$ cat src/rtl/orion_video_pkg.sv
// Shared types and defaults for the Orion-Pro video scan-out stage.
// Timing defaults describe the 384x256 raster in a 640x312 frame.
package orion_video_pkg;

  typedef enum logic [1:0] {MONO, OFF, C4, C16} vmode_e;

  localparam int H_TOTAL_D  = 640;
  localparam int H_ACTIVE_D = 384;
  localparam int HS_START_D = 480;
  localparam int HS_LEN_D   = 56;
  localparam int V_TOTAL_D  = 312;
  localparam int V_ACTIVE_D = 256;
  localparam int VS_START_D = 272;
  localparam int VS_LEN_D   = 4;

  // 4-colour palette, nibble index {p1,p0}
  localparam logic [15:0] C4_PAL = {4'b0001, 4'b0010, 4'b0100, 4'b0000};

  function automatic vmode_e decode_mode(input logic [2:0] m);
    vmode_e r;
    if (m[2])      r = C16;
    else if (m[1]) r = C4;
    else if (m[0]) r = OFF;
    else           r = MONO;
    return r;
  endfunction

endpackage

$ cat src/rtl/orion_video_timing.sv
// Raster counters, syncs, display enable and frame-end pulse.
// Counters advance only on the pixel clock enable.
module orion_video_timing
  import orion_video_pkg::*;
#(
  parameter int H_TOTAL      = H_TOTAL_D,
  parameter int H_ACTIVE     = H_ACTIVE_D,
  parameter int H_SYNC_START = HS_START_D,
  parameter int H_SYNC_LEN   = HS_LEN_D,
  parameter int V_TOTAL      = V_TOTAL_D,
  parameter int V_ACTIVE     = V_ACTIVE_D,
  parameter int V_SYNC_START = VS_START_D,
  parameter int V_SYNC_LEN   = VS_LEN_D
) (
  input  logic       i_clk,
  input  logic       reset_n,
  input  logic       i_pix_ce,
  output logic [9:0] o_hcnt,
  output logic [8:0] o_vcnt,
  output logic       o_fetch,
  output logic       o_disp,
  output logic       o_hs_n,
  output logic       o_vs_n,
  output logic       o_de,
  output logic       o_frame_end
);

  localparam logic [9:0] HLAST = 10'(H_TOTAL - 1);
  localparam logic [9:0] HACT  = 10'(H_ACTIVE);
  localparam logic [9:0] DEND  = 10'(H_ACTIVE + 8);
  localparam logic [9:0] HS0   = 10'(H_SYNC_START);
  localparam logic [9:0] HS1   = 10'(H_SYNC_START + H_SYNC_LEN);
  localparam logic [8:0] VLAST = 9'(V_TOTAL - 1);
  localparam logic [8:0] VACT  = 9'(V_ACTIVE);
  localparam logic [8:0] VS0   = 9'(V_SYNC_START);
  localparam logic [8:0] VS1   = 9'(V_SYNC_START + V_SYNC_LEN);

  logic [9:0] r_hcnt;
  logic [8:0] r_vcnt;
  logic       r_hs_n;
  logic       r_vs_n;
  logic       r_de;
  logic       r_fe;
  logic       w_vis;
  logic       w_hs;
  logic       w_vs;

  assign w_vis   = r_vcnt < VACT;
  assign o_fetch = w_vis && (r_hcnt < HACT);
  // pixels trail the fetch by one 8-pixel column
  assign o_disp  = w_vis && (r_hcnt >= 10'd8) && (r_hcnt < DEND);
  assign w_hs    = (r_hcnt >= HS0) && (r_hcnt < HS1);
  assign w_vs    = (r_vcnt >= VS0) && (r_vcnt < VS1);

  always_ff @(posedge i_clk) begin
    if (!reset_n) begin
      r_hcnt <= '0;
      r_vcnt <= '0;
      r_hs_n <= 1'b1;
      r_vs_n <= 1'b1;
      r_de   <= 1'b0;
      r_fe   <= 1'b0;
    end else begin
      r_fe <= i_pix_ce && (r_hcnt == '0) && (r_vcnt == VACT);
      if (i_pix_ce) begin
        r_hs_n <= ~w_hs;
        r_vs_n <= ~w_vs;
        r_de   <= o_disp;
        if (r_hcnt == HLAST) begin
          r_hcnt <= '0;
          r_vcnt <= (r_vcnt == VLAST) ? '0 : r_vcnt + 9'd1;
        end else begin
          r_hcnt <= r_hcnt + 10'd1;
        end
      end
    end
  end

  assign o_hcnt      = r_hcnt;
  assign o_vcnt      = r_vcnt;
  assign o_hs_n      = r_hs_n;
  assign o_vs_n      = r_vs_n;
  assign o_de        = r_de;
  assign o_frame_end = r_fe;

endmodule

$ cat src/rtl/orion_pro_video.sv
// Orion-Pro scan-out: fetches plane0/plane1 bytes per column and
// serialises them to registered 4-bit RGBI alongside the syncs.
module orion_pro_video
  import orion_video_pkg::*;
#(
  parameter int H_TOTAL      = H_TOTAL_D,
  parameter int H_ACTIVE     = H_ACTIVE_D,
  parameter int H_SYNC_START = HS_START_D,
  parameter int H_SYNC_LEN   = HS_LEN_D,
  parameter int V_TOTAL      = V_TOTAL_D,
  parameter int V_ACTIVE     = V_ACTIVE_D,
  parameter int V_SYNC_START = VS_START_D,
  parameter int V_SYNC_LEN   = VS_LEN_D
) (
  input  logic        i_clk,
  input  logic        reset_n,
  input  logic        i_pix_ce,
  input  logic [4:0]  i_video_mode,
  input  logic [7:0]  i_screen_mode,
  input  logic [7:0]  i_colors,
  output logic [20:0] o_vaddr,
  output logic        o_vrd,
  input  logic [7:0]  i_vdata,
  output logic [3:0]  o_rgbi,
  output logic        o_hs_n,
  output logic        o_vs_n,
  output logic        o_de,
  output logic        o_frame_end
);

  logic [9:0]  w_hcnt;
  logic [8:0]  w_vcnt;
  logic        w_fetch;
  logic        w_disp;
  logic        w_line0;
  logic        w_strobe;
  logic        w_load;
  logic [1:0]  w_scr;
  logic [3:0]  w_c4idx;
  logic [3:0]  w_pix;
  logic        w_unused;

  vmode_e      r_mode;
  logic [1:0]  r_scr;
  logic [7:0]  r_colors;
  logic        r_vrd;
  logic [20:0] r_vaddr;
  logic [7:0]  r_p0;
  logic [7:0]  r_p1;
  logic [7:0]  r_sh0;
  logic [7:0]  r_sh1;
  logic [7:0]  r_attr;
  logic [3:0]  r_rgbi;

  orion_video_timing #(
    .H_TOTAL     (H_TOTAL),
    .H_ACTIVE    (H_ACTIVE),
    .H_SYNC_START(H_SYNC_START),
    .H_SYNC_LEN  (H_SYNC_LEN),
    .V_TOTAL     (V_TOTAL),
    .V_ACTIVE    (V_ACTIVE),
    .V_SYNC_START(V_SYNC_START),
    .V_SYNC_LEN  (V_SYNC_LEN)
  ) u_timing (
    .i_clk      (i_clk),
    .reset_n    (reset_n),
    .i_pix_ce   (i_pix_ce),
    .o_hcnt     (w_hcnt),
    .o_vcnt     (w_vcnt),
    .o_fetch    (w_fetch),
    .o_disp     (w_disp),
    .o_hs_n     (o_hs_n),
    .o_vs_n     (o_vs_n),
    .o_de       (o_de),
    .o_frame_end(o_frame_end)
  );

  assign w_unused = ^{i_video_mode[4:3], i_screen_mode[7:2], w_vcnt[8]};

  assign w_line0  = i_pix_ce && (w_hcnt == '0);
  // the first strobe of a line already sees the newly sampled screen
  assign w_scr    = (w_hcnt == '0) ? i_screen_mode[1:0] : r_scr;
  assign w_strobe = i_pix_ce && w_fetch && (w_hcnt[2:1] == 2'b00);
  assign w_load   = i_pix_ce && w_fetch && (w_hcnt[2:0] == 3'd7);
  assign w_c4idx  = {r_sh1[7], r_sh0[7], 2'b00};

  always_ff @(posedge i_clk) begin
    if (!reset_n) begin
      r_mode   <= MONO;
      r_scr    <= '0;
      r_colors <= '0;
    end else if (w_line0) begin
      r_mode   <= decode_mode(i_video_mode[2:0]);
      r_scr    <= i_screen_mode[1:0];
      r_colors <= i_colors;
    end
  end

  always_ff @(posedge i_clk) begin
    if (!reset_n) begin
      r_vrd   <= 1'b0;
      r_vaddr <= '0;
      r_p0    <= '0;
      r_p1    <= '0;
    end else begin
      r_vrd <= w_strobe;
      if (w_strobe)
        r_vaddr <= {4'b0000, w_hcnt[0], ~w_scr,
                    w_hcnt[8:3], w_vcnt[7:0]};
      if (r_vrd) begin
        if (r_vaddr[16]) r_p1 <= i_vdata;
        else             r_p0 <= i_vdata;
      end
    end
  end

  always_comb begin
    w_pix = '0;
    unique case (r_mode)
      MONO: w_pix = r_sh0[7] ? r_colors[3:0] : r_colors[7:4];
      OFF:  w_pix = '0;
      C4:   w_pix = C4_PAL[w_c4idx +: 4];
      C16:  w_pix = r_sh0[7] ? r_attr[3:0] : r_attr[7:4];
      default: w_pix = '0;
    endcase
  end

  always_ff @(posedge i_clk) begin
    if (!reset_n) begin
      r_sh0  <= '0;
      r_sh1  <= '0;
      r_attr <= '0;
      r_rgbi <= '0;
    end else if (i_pix_ce) begin
      r_rgbi <= w_disp ? w_pix : 4'h0;
      if (w_load) begin
        r_sh0  <= r_p0;
        r_sh1  <= r_p1;
        r_attr <= r_p1;
      end else if (w_disp) begin
        r_sh0 <= {r_sh0[6:0], 1'b0};
        r_sh1 <= {r_sh1[6:0], 1'b0};
      end
    end
  end

  assign o_vrd   = r_vrd;
  assign o_vaddr = r_vaddr;
  assign o_rgbi  = r_rgbi;

endmodule

$ cat config.mk
export PLATFORM = sky130hd
export DESIGN_NAME = orion_pro_video
export DESIGN_NICKNAME = d
export VERILOG_FILES = /design/src/rtl/orion_video_pkg.sv /design/src/rtl/orion_video_timing.sv /design/src/rtl/orion_pro_video.sv
export SDC_FILE = /design/constraint.sdc
export NUM_CORES = 1
export LEC_CHECK = 0
export ABC_AREA = 1
export BUFFER_PORTS_ARGS = -buffer_cell sky130_fd_sc_hd__buf_2
export CAP_MARGIN = 10
export CORE_MARGIN = 2
export CORE_UTILIZATION = 57
export DETAILED_ROUTE_END_ITERATION = 8
export PLACE_DENSITY = 0.84
export SETUP_SLACK_MARGIN = 0.4
export SKIP_CTS_REPAIR_TIMING = 1
export SYNTH_ARGS = -nofsm -noshare
export SYNTH_HDL_FRONTEND = slang
export SYNTH_SLANG_ARGS = --single-unit
$ cat constraint.sdc
create_clock -name i_clk -period 1.7 [get_ports i_clk]
set_input_delay 0.17 -clock i_clk [delete_from_list [all_inputs] [get_ports i_clk]]
set_output_delay 0.17 -clock i_clk [all_outputs]
set_load 0.05 [all_outputs]
* Word-level counts from Yosys, hierarchy flattened
Cells that the tools add are included.
** Word-level totals
- Register bits :: 97
- Bits of input ports :: 32
- Output and inout bits :: 30
- Word-level logic and storage cells :: 72
** Cells by class
- Add/sub/neg operators :: 2
- Magnitude comparators :: 8
- Equality and inequality tests :: 7
- Shifts and indexed selects :: 1
- Multiplexer cells :: 14
- Bitwise gates (word level) :: 4
- Reductions and logical operators :: 19
** Operators with widths (number)
- 2-to-1 mux 8 bit :: 4
- less-than comparator 10 x 9 -> 1 bit, second input constant :: 2
- equality test 9 bit, second input constant :: 2
- less-than comparator 9 bit, second input constant :: 2
- one-hot mux 4 bit (4 select lines) :: 1
- variable part select 16 x 5 -> 4 bit, first input constant :: 1
- 2-to-1 mux 4 bit :: 3
- adder 10 x 1 -> 10 bit, second input constant :: 1
- equality test 10 bit, second input constant :: 1
- >= comparator 10 x 4 -> 1 bit, second input constant :: 1
- >= comparator 10 x 9 -> 1 bit, second input constant :: 1
- logical AND 1 bit :: 10
- logical NOT 10 bit :: 1
- less-than comparator 10 bit, second input constant :: 1
- 2-to-1 mux 10 bit :: 1
- AND reduction 2 bit :: 5
- adder 9 x 1 -> 9 bit, second input constant :: 1
- >= comparator 9 bit, second input constant :: 1
- 2-to-1 mux 9 bit :: 1
- 2-to-1 mux 2 bit :: 3
- equality test 2 bit, second input constant :: 2
- logical NOT 2 bit :: 2
- equality test 3 bit, second input constant :: 1
- NOT 1 bit :: 3
- 4 further kinds :: 4

* Depth between registers and ports, before layout
Gate-level depths: netlist of run 1.
- Word-level depth :: 6
- Depth in mapped cells :: 10
- Mapped depth without buffers :: 10

* Cells and area by module
A second synthesis of run 1 with hierarchy kept.
** Unflattened totals
- Cell total of the unflattened synthesis :: 640
- Area, all modules :: 4439.3 um^2
** Modules (own cells, without submodules)
- orion_pro_video :: instances 1, cells an instance 447, area each 3175.5 um^2, sequential area each 1481.4 um^2
- orion_video_timing :: instances 1, cells an instance 193, area each 1263.7 um^2, sequential area each 460.4 um^2

* Least setup slack after synthesis of run 1
Ideal clock, no wire load.
- Path kind :: reg2reg
- Start :: register u_timing.r_hcnt[0], in the netlist u_timing.o_hcnt[0]
- End :: register r_sh0[7]
- Library setup time :: 0.111 ns
- Data arrival time :: 1.327 ns
- Required time :: 1.589 ns
- Path slack :: 0.262 ns
- Stages on the path, launching flop included :: 9
- Path buffers :: 1
- Period minus slack after synthesis :: 1.438 ns
- Path through :: dfxtp_1 ha_1 ha_1 nand4_2 buf_4 nand2_1 o21ai_1 nor2_1 nor2_1
** Between the ends
- Word-level cells in the longest chain between the ends :: 6
- Elaborated cells between the ends (all ways) :: 12
- Those cells by class :: order compare: 3; eq/ne: 1; mux: 1; reduce/logical: 7
** Ends and longest elaborated chain
- start: declaration :: line orion_video_timing.sv:38 : logic [9:0] r_hcnt;
- start signal: assignment :: line orion_video_timing.sv:73 : r_hcnt <= r_hcnt + 10'd1;
- less-than comparator 10 x 9 -> 1 bit :: line orion_video_timing.sv:49 : assign o_fetch = w_vis && (r_hcnt < HACT);
- logical AND 1 bit :: line orion_video_timing.sv:49
- logical AND 1 bit (2 in a row) :: line orion_pro_video.sv:84 : assign w_load = i_pix_ce && w_fetch && (w_hcnt[2:0] == 3'd7);
- nonzero test 2 bit (no line)
- AND reduction 2 bit (no line)
- end signal: assignment :: line orion_pro_video.sv:137 : r_sh0 <= r_p0;
- end signal: assignment :: line orion_pro_video.sv:141 : r_sh0 <= {r_sh0[6:0], 1'b0};
- end: declaration :: line orion_pro_video.sv:50 : logic [7:0] r_sh0;
Several ways; a longest one is shown, not always the timed one.
A chain may end at the register's enable or synchronous reset.

* Final worst setup path of run 1
- Start :: register u_timing.r_hcnt[5], in the netlist u_timing.o_hcnt[5]
- End :: register u_timing.r_hcnt[7], in the netlist u_timing.o_hcnt[7]
** Between the ends
- Word-level cells in the longest chain between the ends :: 2
- Elaborated cells between the ends (all ways) :: 3
- Those cells by class :: add/sub: 1; eq/ne: 1; mux: 1
** Ends and longest elaborated chain
- adder 10 x 1 -> 10 bit or equality test 10 bit (tied branches) :: line orion_video_timing.sv:73, orion_video_timing.sv:69
- 2-to-1 mux 10 bit (*) :: line orion_video_timing.sv:69 : if (r_hcnt == HLAST) begin
Mark *: on every way between the ends. The rest lies on a longest branch, timed or not.

==> results.yml, run 1 <==
power:
  power.leakage_nw: 2.36
  powerDensity_mw_per_mm2: 772
  peakVddDrop_mv: 0.370
outcome:
  status: "finished clean"
die:
  die_x_microns: 91.7
  die-area_sq_mm: 0.00840
  core_sq_mm: 0.00733
  placementRows: 31
  die_h_microns: 91.7
  io_pins: 62
  initial_utilization_pct: 59.8
synth:
  synth.avg_cell_area_sq_um: 7.05
  ys_types: 30
  synth_area_sq_mm: 0.00438
  synth_area_leaders: "dfxtp_1 (44%), nand2_1 (15%), a21oi_1 (7.3%)"
  synth_edf_count: 0
  synth_top_area_share_pct: 44.3
  syn_inst: 621
  yosys.area.top_type: "dfxtp_1"
  ys_seq_area_share_pct: 44.3
  synthFlopType: "dfxtp_1"
  synth_seq_cells: 97
  yosysMostFrequentCell: "nand2_1"
  ys_async_sr_fraction_pct: 0
  synthTopCellsByCount: "nand2_1 (174), dfxtp_1 (97), nor2_1 (67)"
  yosysWarnings: 0
clock_network:
  clock_latency_ns: 0.37
  cts_buffers: 9
  ctsRootBufferMaster: "clkbuf_8"
  cts_tree: "built"
  clkTransAtPathRegs_ns: 0.09
  clock-sinks: 97
  cts_max_level: 3
  cts_buffer_depth: 2
global_routing:
  grt_first_pass_wirelength_microns: 16800
  gr-total-overflow: 0
  grtUsageTotal_pct: 24.7
  grt_pass1_vias: 3736
  grt_max_degree: 31
  antenna_found_initial: 0
job:
  maxCapViolations: 0
sta:
  finalSetupViolCount: 0
  slew_violations: 0
  post-route-min-period_ns: 1.51
  tns_ns: 0
  fmax_ghz: 0.660
  hold_viol: 0
  finClkSkew_ns: 0.0156
  rsz0062_at_grt: "yes"
  fin_crit_sh_pct: 89.1
drt:
  wl_per_cell_microns: 16.1
  viasPerCell: 5.72
  drtAntennaViolNets: 0
  initialDrtViolationCount: 430
  dr.pass1.iters: 6
  wl_microns: 12800
  drc_errors: 0
  vias: 4557
critical_path:
  critPathSlowestCell: "dfxtp_2"
  cp_slowest_stage_delay_ns: 0.45
  critPathCaptureType: "flop"
  path_cells: "nand2_1, inv_1, nand4_1, buf_4, xor2_1, nor2_1"
  critPathKind: "flop to flop"
  crit_fanout: 6
  worstPathRequired_ns: 1.96
  start_kind: "flop"
  r2r_setup_slack_ns: 0.19
  arrival_ns: 1.77
cells_and_area:
  finalNetCount: 731
  n_fill_cell: 483
  drive_gt1_share_pct: 27.5
  insertedDiodeCount: 0
  synthToLayoutAreaGrowth_pct: 25.6
  final_util_pct: 75.1
placed_design:
  gp_congestion: 0.863
  dp_hpwl_microns: 7300
  port_buffers: 49
hold_path:
  min_path_type: "input port to flop"
-- sequential cells by signal, indices dropped and copies added, names as in the netlist, 2 cells and up --
register and cells:
r_mode 2, u_timing.o_vcnt 9, r_scr 2, o_vaddr 17, r_colors 8, u_timing.o_hcnt 10, r_attr 8, o_rgbi 4
r_sh1 8, r_sh0 8, r_p1 8, r_p0 8
-- layer usage --
metal | track usage [%] | vias to the layer above | wire length, microns
met2 | 40.6 | 257 | 6300
met5 | 0 | - | 0
met1 | 32.8 | 2108 | 5150
met3 | 3.45 | 50 | 917
met4 | 10.1 | 0 | 444
li1 | - | 2142 | -
-- stage by stage --
step | total power [mW] | instance area (sq um) | worst slack, ns | instances | hold WS, ns
finish | 4.25 | 5500 | 0.185 | 796 | 0.0699
global route | 4.39 | 5500 | 0.181 | 796 | 0.0677
CTS | 4.09 | 4920 | 0.149 | 769 | 0.0590
detailed placement | 2.82 | 4760 | 0.171 | 755 | 0.440
global placement | 2.80 | 4760 | 0.204 | 755 | 0.417
floorplan | 2.72 | 4490 | 0.407 | 624 | 0.295
-- worst paths after layout --
kind,start,end,cells after the start
setup / recovery,u_timing.o_hcnt[5]$_SDFFE_PN0P_,u_timing.o_hcnt[7]$_SDFFE_PN0P_,6
hold / removal,i_colors[0],r_colors[0]$_SDFFE_PN0P_,3
setup reg to reg,u_timing.o_hcnt[5]$_SDFFE_PN0P_,u_timing.o_hcnt[7]$_SDFFE_PN0P_,6
hold reg to reg,o_rgbi[2]$_SDFFE_PN0P_,o_rgbi[2]$_SDFFE_PN0P_,2
-- power breakdown --
group / internal [mW] / switching (mW) / leakage (nW) / total, mW
Sequential: 2.32 / 0.0450 / 0.796 / 2.36
Clock: 0.555 / 0.771 / 0.0850 / 1.33
Combinational: 0.208 / 0.355 / 1.48 / 0.562
Total: 3.08 / 1.17 / 2.36 / 4.25
-- cell families (layout without fill, tap and decap cells) --
logic type	after synthesis	after routing	share of synthesized area, %
adder cells (fa/ha/maj)	5	5	1.43
other	1	4	0.0856
AND/OR/NAND/NOR	329	329	32.7
XOR/XNOR	4	4	0.800
AO/OA/AOI/OAI	101	101	11.7
buffers and inverters	84	157	8.97
flip-flops	97	97	44.3
-- placed cells by master, fill, tap and decap left out, drive strengths merged --
cell type,n
xnor2,2
dfxtp,97
ha,5
o211ai,3
inv,52
xor2,2
clkbuf,11
conb,4
buf,90
nor2,72
nand3,62
clkinv,4
nand4,10
nand2,180
o21ai,34
or2,1
a21oi,64
nor3,4
-- critical path, delay by kind of cell (launching register included) --
kind	cells	cell delay [ns]
buffers and inverters	2	0.36
AND/OR/NAND/NOR	3	0.41
XOR/XNOR	1	0.18
flip-flops	1	0.45
-- area by class of cell --
type	instances	area, sq um	share of cell area, %
clock buffer	11	141	2.57
clock inverter	3	18.8	0.341
inverter	53	234	4.25
multi-input combinational	443	2380	43.3
sequential	97	1980	36.0
tap	99	124	2.25
timing repair buffer	90	621	11.3
(Power assumes the default switching activity.)
==> run 2: changes to the inputs <==
--- a/config.mk
+++ b/config.mk
@@ -6,12 +6,12 @@
 export NUM_CORES = 1
 export LEC_CHECK = 0
 export ABC_AREA = 1
-export BUFFER_PORTS_ARGS = -buffer_cell sky130_fd_sc_hd__buf_2
 export CAP_MARGIN = 10
 export CORE_MARGIN = 2
-export CORE_UTILIZATION = 57
+export CORE_UTILIZATION = 60
 export DETAILED_ROUTE_END_ITERATION = 8
-export PLACE_DENSITY = 0.84
+export DONT_BUFFER_PORTS = 1
+export PLACE_DENSITY = 0.81
 export SETUP_SLACK_MARGIN = 0.4
 export SKIP_CTS_REPAIR_TIMING = 1
 export SYNTH_ARGS = -nofsm -noshare
==> results.yml, run 2 (synthesis gave the netlist of run 1 again) <==
critical_path:
  critPathSlowestCell: "dfxtp_4"
  start_kind: "flop"
  critPathKind: "flop to flop"
  critPathTopFamily: "flip-flops"
  timing.critical_path.buf_inv: 1
  crit_fanout: 24
  cp_slowest_stage_delay_ns: 0.38
  cp_common_cell: "nand2_1"
  path_cells: "ha_4, ha_4, nand4_4, buf_8, nand2_1, nand2_1, nand2_1, a21oi_1"
  arrival_ns: 1.81
  startpoint: "u_timing.o_hcnt[0]$_SDFFE_PN0P_"
  worstPathRequired_ns: 2.00
  critPathCaptureType: "flop"
  r2r_start: "u_timing.o_hcnt[0]$_SDFFE_PN0P_"
job:
  maxCapViolations: 0
sta:
  tns_ns: 0
  fin_crit_sh_pct: 88.9
  hold_viol: 25
  tightest_slew_ns: 0.757
  relSlewSlack_pct: 49.4
  slew_violations: 0
  holdWs_ns: -0.0686
  finClkSkew_ns: 0.0107
  post-route-min-period_ns: 1.51
  rsz0062_at_grt: "yes"
  finalSetupViolCount: 0
  setup_ws_ns: 0.189
  fmax_ghz: 0.662
drt:
  wl_met3_microns: 1100
  vias: 4578
  dr.pass1.iters: 6
  wl_microns: 13800
  viasPerCell: 5.97
  drtAntennaViolNets: 0
  top_layer_used: "met4"
  drc_errors: 0
  wl_met1_microns: 5160
  initialDrtViolationCount: 451
  wl_per_cell_microns: 17.9
  wl_met2_microns: 6870
clock_network:
  cts_buffer_depth: 2
  clock_latency_ns: 0.38
  cts_max_level: 3
  cts_buffers: 9
  clkTransAtPathRegs_ns: 0.09
  clock-sinks: 97
  cts_tree: "built"
  ctsRootBufferMaster: "clkbuf_8"
die:
  placementRows: 31
  die-area_sq_mm: 0.00800
  die_h_microns: 89.4
  initial_utilization_pct: 61.0
  die_x_microns: 89.4
  io_pins: 62
  core_sq_mm: 0.00718
cells_and_area:
  insertedDiodeCount: 0
  multi_input_area_sq_mm: 0.00255
  final_cell_mix: "nand2_1 (148), dfxtp_1 (83), nor2_1 (63)"
  seqCellArea_sq_mm: 0.00198
  drive_gt1_share_pct: 25.1
  synthToLayoutAreaGrowth_pct: 30.3
  finalNetCount: 700
  final_common_cell: "nand2_1"
  stdcell_count: 767
  n_fill_cell: 419
  largest_reg_flops: 17
power:
  power.leakage_nw: 2.39
  peakVddDrop_mv: 0.471
  powerDensity_mw_per_mm2: 803
outcome:
  status: "finished with violations"
  violations: "negative hold slack"
hold_path:
  min_from: "reset_n"
  min_path_type: "input port to flop"
global_routing:
  grt_first_pass_wirelength_microns: 15600
  antenna_found_initial: 0
  grt_max_degree: 32
  gr-total-overflow: 0
  grt_pass1_vias: 3478
  grtUsageTotal_pct: 24.8
placed_design:
  pre_cts_slack_ns: 0.210
  dp_hpwl_microns: 6900
  gp_congestion: 0.898
  port_buffers: 0
  dp_cells: 711
[run 2: area by class of cell]
type                    count  share of cell area [%]
repair buffers             57                    10.8
well taps                  99                    2.17
clock buffers              11                    2.30
inverters                  53                    3.92
clock inverters             5                    1.40
multi-input cells         445                    44.7
flip-flops and latches     97                    34.7
[run 2: layer usage]
metal	vias up	GRT usage, %
met5	-	0
met4	0	7.19
met3	83	6.65
met2	286	39.1
met1	2128	33.6
li1	2081	-
[run 2: final timing paths]
| check | slack, ns | to | depth (start not counted) |
|---|---|---|---|
| max | 0.19 | r_sh1[7]$_SDFFE_PN0P_ | 8 |
| min | -0.07 | r_p0[3]$_SDFFE_PN0P_ | 2 |
| max reg2reg | 0.19 | r_sh1[7]$_SDFFE_PN0P_ | 8 |
| min reg2reg | 0.48 | o_rgbi[2]$_SDFFE_PN0P_ | 2 |
[run 2: worst reg2reg max path, delay by kind of cell, from the launching register on]
| family | cells | cell delay, ns |
|---|---|---|
| flip-flops | 1 | 0.38 |
| adder cells (fa/ha/maj) | 2 | 0.35 |
| AND/OR/NAND/NOR | 4 | 0.34 |
| buffers and inverters | 1 | 0.20 |
| AO/OA/AOI/OAI | 1 | 0.17 |
[run 2: through the flow]
stage	total power [mW]	hold WS, ns	cell area (sq um)	util [%]
after floorplan	2.72	0.295	4490	-
after global placement	2.76	0.296	4560	63.6
after detailed placement	2.77	0.304	4560	63.6
after CTS	4.34	-0.0857	4770	66.5
after global routing	4.73	-0.0797	5710	79.5
final	4.58	-0.0686	5710	79.5
[run 2: power breakdown]
group	switching [mW]	internal, mW	total (mW)
sequential	0.0500	2.32	2.37
combinational	0.354	0.234	0.588
clock	0.802	0.828	1.63
